===== src/rtl/xadc_drp_scheduler.sv =====
// Purpose: round-robin arbiter that shares one XADC DRP read port among 4 requesters.
// Latency: req seen in IDLE at cycle 0 -> drp_den at cycle 1 -> rd_valid one cycle after drp_drdy (or after TIMEOUT WAIT cycles).
// Backpressure: none; req is a level sampled only in IDLE, held requests wait for a later IDLE.
//
// Ports:
//   clk_1MHz, rst_n        clock (also XADC dclk_in) and async active-low reset
//   req[3:0], req_addr     per-requester read request and 7-bit DRP address at [7i+6:7i]
//   gnt[3:0]               one-hot grant, held from grant through the DONE cycle
//   rd_valid[3:0]          one-cycle completion pulse to the granted requester
//   rd_data[11:0], rd_err  drp_do[15:4] result / timeout flag, held until the next completion
//   busy                   high whenever the scheduler is not IDLE
//   drp_den, drp_daddr     DRP enable and address towards the XADC (reads only; dwe/di tied low outside)
//   drp_do, drp_drdy       DRP read data and data-ready from the XADC
`timescale 1ns/1ps
module xadc_drp_scheduler #(
    parameter int TIMEOUT = 16
) (
    input  logic        clk_1MHz,
    input  logic        rst_n,
    input  logic [3:0]  req,
    input  logic [27:0] req_addr,
    output logic [3:0]  gnt,
    output logic [3:0]  rd_valid,
    output logic [11:0] rd_data,
    output logic        rd_err,
    output logic        busy,
    output logic        drp_den,
    output logic [6:0]  drp_daddr,
    input  logic [15:0] drp_do,
    input  logic        drp_drdy
);

    localparam int CW = $clog2(TIMEOUT);
    localparam logic [CW-1:0] CNT_LAST = CW'(TIMEOUT - 1);

    typedef enum logic [1:0] {
        S_IDLE,
        S_ISSUE,
        S_WAIT,
        S_DONE
    } state_t;

    state_t        state;
    logic [1:0]    ptr;       // last winner; search starts one past it
    logic [1:0]    win;       // winner of the transaction in flight
    logic [CW-1:0] cnt;       // WAIT cycles elapsed, saturates at TIMEOUT-1

    logic          rr_found;
    logic [1:0]    rr_idx;
    logic [1:0]    cand;
    logic [6:0]    rr_addr;

    // Round-robin search: ptr+1, ptr+2, ptr+3, then ptr itself last.
    always_comb begin
        rr_found = 1'b0;
        rr_idx   = ptr;
        cand     = ptr;
        for (int i = 1; i <= 4; i++) begin
            cand = ptr + 2'(i);
            if (!rr_found && req[cand]) begin
                rr_found = 1'b1;
                rr_idx   = cand;
            end
        end
    end

    always_comb begin
        rr_addr = req_addr[6:0];
        case (rr_idx)
            2'd0: rr_addr = req_addr[6:0];
            2'd1: rr_addr = req_addr[13:7];
            2'd2: rr_addr = req_addr[20:14];
            2'd3: rr_addr = req_addr[27:21];
            default: rr_addr = req_addr[6:0];
        endcase
    end

    always_ff @(posedge clk_1MHz or negedge rst_n) begin
        if (!rst_n) begin
            state     <= S_IDLE;
            ptr       <= 2'd3;
            win       <= 2'd0;
            cnt       <= '0;
            gnt       <= '0;
            rd_valid  <= '0;
            rd_data   <= '0;
            rd_err    <= 1'b0;
            busy      <= 1'b0;
            drp_den   <= 1'b0;
            drp_daddr <= '0;
        end else begin
            // Single-cycle pulses default low every cycle.
            rd_valid <= '0;
            drp_den  <= 1'b0;
            case (state)
                S_IDLE: begin
                    if (rr_found) begin
                        gnt       <= 4'b0001 << rr_idx;
                        win       <= rr_idx;
                        drp_daddr <= rr_addr;
                        drp_den   <= 1'b1;
                        busy      <= 1'b1;
                        state     <= S_ISSUE;
                    end
                end
                S_ISSUE: begin
                    cnt   <= '0;
                    state <= S_WAIT;
                end
                S_WAIT: begin
                    // drdy is checked first so it wins over a same-cycle timeout.
                    if (drp_drdy) begin
                        rd_data  <= drp_do[15:4];
                        rd_err   <= 1'b0;
                        rd_valid <= gnt;
                        state    <= S_DONE;
                    end else if (cnt == CNT_LAST) begin
                        rd_data  <= '0;
                        rd_err   <= 1'b1;
                        rd_valid <= gnt;
                        state    <= S_DONE;
                    end else begin
                        cnt <= cnt + CW'(1);
                    end
                end
                S_DONE: begin
                    ptr   <= win;
                    gnt   <= '0;
                    busy  <= 1'b0;
                    state <= S_IDLE;
                end
                default: begin
                    state <= S_IDLE;
                end
            endcase
        end
    end

endmodule

===== config.mk =====
export PLATFORM = sky130hd
export DESIGN_NAME = xadc_drp_scheduler
export DESIGN_NICKNAME = d
export VERILOG_FILES = /design/src/rtl/xadc_drp_scheduler.sv
export SDC_FILE = /design/constraint.sdc
export NUM_CORES = 1
export LEC_CHECK = 0
export CORE_UTILIZATION = 47
export DETAILED_ROUTE_END_ITERATION = 8
export PLACE_DENSITY = 0.85
export RECOVER_POWER = 25
export SLEW_MARGIN = 10
export SYNTH_ARGS = -nofsm -noshare
export SYNTH_HDL_FRONTEND = slang
export SYNTH_SLANG_ARGS = --single-unit

===== constraint.sdc =====
create_clock -name clk_1MHz -period 4 [get_ports clk_1MHz]
set_input_delay 0.8 -clock clk_1MHz [delete_from_list [all_inputs] [get_ports clk_1MHz]]
set_output_delay 0.8 -clock clk_1MHz [all_outputs]
set_load 0.1 [all_outputs]

==> results of run 1 <==
-- registers in the layout, indices dropped and copies added, names as in the netlist --
| signal | cells |
|---|---|
| drp_den | 1 |
| rd_valid | 4 |
| ptr | 2 |
| rd_err | 1 |
| gnt | 4 |
| state | 2 |
| busy | 1 |
| rd_data | 12 |
| drp_daddr | 7 |
| win | 2 |
| cnt | 4 |
-- Yosys cell counts, types with 4 or more instances --
cell type / count
mux2i_1: 7
a21o_1: 4
nand2_1: 22
nand4_1: 8
dfrtp_1: 38
inv_1: 4
a211o_1: 7
o21ai_0: 4
buf_4: 4
nor2_1: 9
o211ai_2: 6
and2_1: 6
o31ai_1: 7
a22o_1: 14
ha_1: 6
nand2b_1: 6
-- worst paths after layout --
kind	from	to	slack [ns]	depth (start not counted)
max	req[0]	drp_daddr[3]	1.32	6
min	win[0]	win[0]	0.49	2
max reg2reg	ptr[1]	drp_daddr[4]	1.96	5
min reg2reg	win[0]	win[0]	0.49	2
max in group asynchronous	rst_n	rd_data[2]	1.67	1
min in group asynchronous	rst_n	cnt[3]	1.12	1
-- layer usage --
metal | track usage, % | routed length [µm] | vias up
met4 | 9.11 | 56 | 0
li1 | - | - | 836
met3 | 6.33 | 327 | 5
met2 | 35.4 | 2220 | 60
met1 | 25.9 | 2120 | 802
met5 | 0 | 0 | -
-- per-stage QoR --
stage	hold WS [ns]	setup WS (ns)
after floorplan	0.441	2.11
after global placement	0.458	1.03
after detailed placement	0.466	0.998
after CTS	0.490	1.32
after global routing	0.517	1.17
final	0.490	1.32
-- cells by family (layout without fill, tap and decap cells) --
| kind of cell | after synthesis | in the layout |
|---|---|---|
| AO/OA/AOI/OAI | 53 | 53 |
| XOR/XNOR | 2 | 2 |
| adder cells (fa/ha/maj) | 6 | 6 |
| buffers and inverters | 13 | 90 |
| flip-flops | 40 | 40 |
| multiplexers | 9 | 9 |
| AND/OR/NAND/NOR | 63 | 63 |
-- worst min-delay path, stage by stage (launching register included) --
cell     delay [ns]
dfrtp_1        0.35
nand2_1        0.04
o21ai_0        0.06
-- cell type report --
type / count / share of cell area [%]
Multi-Input combinational cell: 133 / 33.7
Inverter: 5 / 0.643
Clock buffer: 5 / 2.36
Tap cell: 50 / 2.14
Sequential cell: 40 / 34.4
Timing Repair Buffer: 77 / 26.1
Clock inverter: 3 / 0.643
-- cell usage in the layout (no fill, tap or decap), types with 2 or more instances in the layout --
cell | Yosys | routed
a211o_1 | 7 | 7
a21o_1 | 4 | 4
a21oi_1 | 2 | 2
a21oi_4 | 2 | 2
a22o_1 | 14 | 14
a31oi_1 | 2 | 2
and2_1 | 6 | 6
clkbuf_8 | 0 | 5
clkdlybuf4s50_1 | 0 | 75
clkinv_2 | 0 | 2
dfrtp_1 | 38 | 38
dfstp_2 | 2 | 2
ha_1 | 6 | 6
inv_1 | 4 | 4
mux2_2 | 2 | 2
mux2i_1 | 7 | 7
nand2_1 | 22 | 22
nand2b_1 | 6 | 6
nand3_1 | 2 | 2
nand4_1 | 8 | 8
nor2_1 | 9 | 9
nor2b_1 | 2 | 2
nor3_1 | 2 | 2
o211ai_2 | 6 | 6
o21ai_0 | 4 | 4
o31ai_1 | 7 | 7
xor2_1 | 2 | 2
==> results.cfg, run 1 <==
[yosys]
synth-compound-area-share_pct = 21.9
synth_top_cell_by_area = dfrtp_1
synth_edf_count = 0
syn_inst = 186
yosysWarnings = 0
synth_fa_ha_area_share_pct = 3.63
synthMuxAreaShare_pct = 4.48
synth_top_family_by_area = compound AO/OA/AOI/OAI gates
netlist.area_leader.share_pct = 46.0
synthSimpleGateAreaFrac_pct = 16.7
synthXorXnorAreaFrac_pct = 0.848
ys.flop_type = dfrtp_1
syn_area_um2 = 2070
yosysSeqAreaShare_pct = 48.6
netlist_top_cells_area = dfrtp_1, a22o_1, nand2_1
synth-seq-cells = 40
avgSynthCellArea_um2 = 11.1
syn_nets = 243
async_flop_share_pct = 100
synth.distinct_cells = 39

[global_route]
grt_overflow_total = 0
grtUsageTotal_pct = 21.5
grt_max_degree = 41
antenna_found_initial = 0
first_global_vias = 1586
grt_first_pass_wirelength_mm = 7.19

[finish]
stdcell_count = 313
fillCellCount = 322
antennaDiodeCount = 0
final_util_pct = 70.9
multi_input_area_um2 = 983
final_net_count = 319
fin_area_um2 = 2920
area_growth_pct = 41.2
seq_area_um2 = 1000
drive_gt1_share_pct = 10.3

[critical_path]
path_cells = clkdlybuf4s50_1 > nor4_4 > nand2b_1 > inv_2 > nand2_4 > o211ai_1
max_stage_delay_ns = 0.61
cp_top_family = simple AND/OR/NAND/NOR gates
crit_required_ns = 4.17
crit_path_start_kind = primary input
crit_fanout = 18
crit_type = primary input to flip-flop
cp_num_buf_inv = 2
crit_arrival_ns = 2.85
critPathSlowestCell = nand2b_1
critPathCaptureType = flip-flop

[clock_tree]
ctsResizeCount = 0
postCtsSetupRepairBufs = 0
ctsLongestPathBuffers = 2
cts_buffers = 5
cts_hold_buf = 0
htree_levels = 2
cts_tree = built
cts.clk_slew.worst_paths_ns = 0.07
insertion_delay_ns = 0.30
cts.sinks = 40
ctsRootBufferMaster = clkbuf_8

[drt]
num_vias = 1703
final_antenna_net_count = 0
drt-pass1-iter-count = 4
drtIter0Drc = 121
wl_per_cell_um = 15.1
drt_wl_total_mm = 4.72
via_per_inst = 5.44
drc = 0

[place]
hpwl_mm = 3.50
port_buffers = 76
gp_congestion = 0.822
dp_cells = 305
post_dp_cell_area_um2 = 2830

[floorplanning]
dieArea_um2 = 4660
io_pins = 81
initial_core_util_pct = 50.2
fp.coreArea_um2 = 4120
die_w_um = 68.3
rows = 23
die_h_um = 68.3

[timing]
finalCriticalPeriod_ns = 2.68
max_clock_freq_mhz = 373
finalSetupTns_ns = 0
rsz0062_at_grt = false
layout_worst_path_cycle_share_pct = 67.0
finalMaxSlewViolations = 41
relSlewSlack_pct = -41.7
setup_viol = 0
finalHoldViolCount = 0
worst_pin_slew_ns = 2.13
fin_skew_ns = 0.0123

[flow_run]
maxCapViolations = 1

[worst_hold_path]
worstHoldPathType = flip-flop to flip-flop

[status]
status = complete, but fails checks
violations = max-capacitance violations, max-slew violations
Power of run 1 is left out: the tool's default activity adds up to more than one toggle a clock period on the data nets, which glitch-free logic cannot reach.
==> inputs of run 2 (changes only) <==
--- a/config.mk
+++ b/config.mk
@@ -5,9 +5,9 @@
 export SDC_FILE = /design/constraint.sdc
 export NUM_CORES = 1
 export LEC_CHECK = 0
-export CORE_UTILIZATION = 47
+export CORE_UTILIZATION = 43
 export DETAILED_ROUTE_END_ITERATION = 8
-export PLACE_DENSITY = 0.85
+export PLACE_DENSITY = 0.79
 export RECOVER_POWER = 25
 export SLEW_MARGIN = 10
 export SYNTH_ARGS = -nofsm -noshare
==> constraint.sdc (replaced) <==
create_clock -name clk_1MHz -period 2.7 [get_ports clk_1MHz]
set_input_delay 0.54 -clock clk_1MHz [delete_from_list [all_inputs] [get_ports clk_1MHz]]
set_output_delay 0.54 -clock clk_1MHz [all_outputs]
set_load 0.1 [all_outputs]
==> run 2 against run 1 <==
The run ends with design-rule violations left. Via count rose by 2.5%. Critical path depth is the same. Sequential share of layout area grew 0.25 points. Final cell count up 1.9%. Final area shrank 0.73%. Worst setup slack got worse by 0.87 ns. Clock skew down 0.0039 ns. Critical path type unchanged.
==> results.cfg, run 2 (same netlist as run 1, synthesis figures left out) <==
[status]
status = complete, but fails checks
violations = design-rule violations

[place]
gp_congestion = 0.780
dp_slack_ns = 0.171
port_buffers = 76
post_dp_cell_area_um2 = 2790
hpwl_mm = 3.45

[floorplanning]
rows = 24
initial_core_util_pct = 46.2
die_w_um = 71.3
die_h_um = 71.3
io_pins = 81
dieArea_um2 = 5090
fp.coreArea_um2 = 4470

[global_route]
grtUsageTotal_pct = 19.5
first_global_vias = 1694
grt_max_degree = 41
grt_first_pass_wirelength_mm = 7.80
antenna_found_initial = 0
grt_overflow_total = 0

[critical_path]
critPathCaptureType = flip-flop
rr_endpoint = drp_daddr[2]
crit_fanout = 12
crit_required_ns = 2.87
crit_path_start_kind = primary input
r2r_slack_ns = 0.67
crit_arrival_ns = 2.42
crit_type = primary input to flip-flop
worstReg2RegStart = ptr[1]
r2r.worst_path.cells = 5

[drt]
final_antenna_net_count = 0
num_vias = 1746
drc = 8
via_per_inst = 5.47
wl_per_cell_um = 14.6
drtIter0Drc = 107
drt_wl_total_mm = 4.64
drt-pass1-iter-count = 7

[clock_tree]
cts_tree = built
insertion_delay_ns = 0.29
cts.sinks = 40
cts.clk_slew.worst_paths_ns = 0.08
postCtsSetupRepairBufs = 0
ctsRootBufferMaster = clkbuf_8
ctsLongestPathBuffers = 2
ctsResizeCount = 0
htree_levels = 2
cts_hold_buf = 0
cts_buffers = 5

[flow_run]
maxCapViolations = 0

[timing]
whs_ns = 0.365
rsz0062_at_grt = false
layout_worst_path_cycle_share_pct = 83.4
finalHoldViolCount = 0
max_clock_freq_mhz = 444
finalMaxSlewViolations = 0
relSlewSlack_pct = 41.1
finalCriticalPeriod_ns = 2.25
fin_skew_ns = 0.00834
setup_viol = 0
finalSetupTns_ns = 0
setup_ws_ns = 0.448
worst_pin_slew_ns = 0.883

[finish]
layout_commonest_cell = clkdlybuf4s50_1
mostFrequentLayoutCells = clkdlybuf4s50_1, dfrtp_1, buf_4
reg.largest.list = rd_data: 12 flops, drp_daddr: 7 flops
final_net_count = 323
area_growth_pct = 40.2
fin_area_um2 = 2900
top_register = rd_data
fillCellCount = 350
drive_gt1_share_pct = 22.8
largest_register_ff_count = 12
antennaDiodeCount = 0

[worst_hold_path]
worstHoldPathType = primary input to asynchronous set/reset pin
-- run 2: changes by cell type in the layout (fill, tap and decap cells not counted), sizes merged --
cell	delta
buf	+35
clkdlybuf4s50	-30
bufinv	+1
clkinv	-2
-- run 2: worst max-delay path by stage --
| stage | start | end | slack (ns) | cells past startpoint |
|---|---|---|---|---|
| after CTS | req[2] | drp_daddr[2] | 0.44 | 6 |
| after floorplan | ptr[1] | drp_daddr[0] | 0.97 | 8 |
| after global routing | req[2] | drp_daddr[2] | 0.33 | 6 |
| after detailed placement | req[2] | drp_daddr[2] | 0.17 | 6 |
| after global placement | req[2] | drp_daddr[2] | 0.20 | 6 |
| final | req[2] | drp_daddr[2] | 0.45 | 6 |
-- run 2: critical path: stages --
cell and delay, ns:
clkdlybuf4s50_1 0.60, nand2b_1 0.22, a21oi_4 0.12, nor3_4 0.52, mux2i_1 0.33, o211ai_2 0.09
-- run 2: area by class of cell --
class,count,area (µm²),area share (%)
Sequential cell,40,1000,34.6
Multi-Input combinational cell,133,983,34.0
Clock buffer,6,72.6,2.51
Clock inverter,2,35.0,1.21
Timing Repair Buffer,81,718,24.8
Tap cell,52,65.1,2.25
Inverter,5,18.8,0.648
-- run 2: stage by stage --
stage                     util [%]  instances
after floorplan                  -        186
after global placement        62.3        311
after detailed placement      62.3        311
after CTS                     64.7        319
after global routing          64.7        319
final                         64.7        319
-- run 2: per-layer routing --
layer | track usage [%] | share of wire, % | vias up
li1 | - | - | 841
met1 | 25.8 | 45 | 830
met2 | 32.0 | 46 | 68
met3 | 4.64 | 8.0 | 7
met4 | 6.00 | 1.4 | 0
met5 | 0 | 0 | -
Power of run 2 is left out for the same reason.
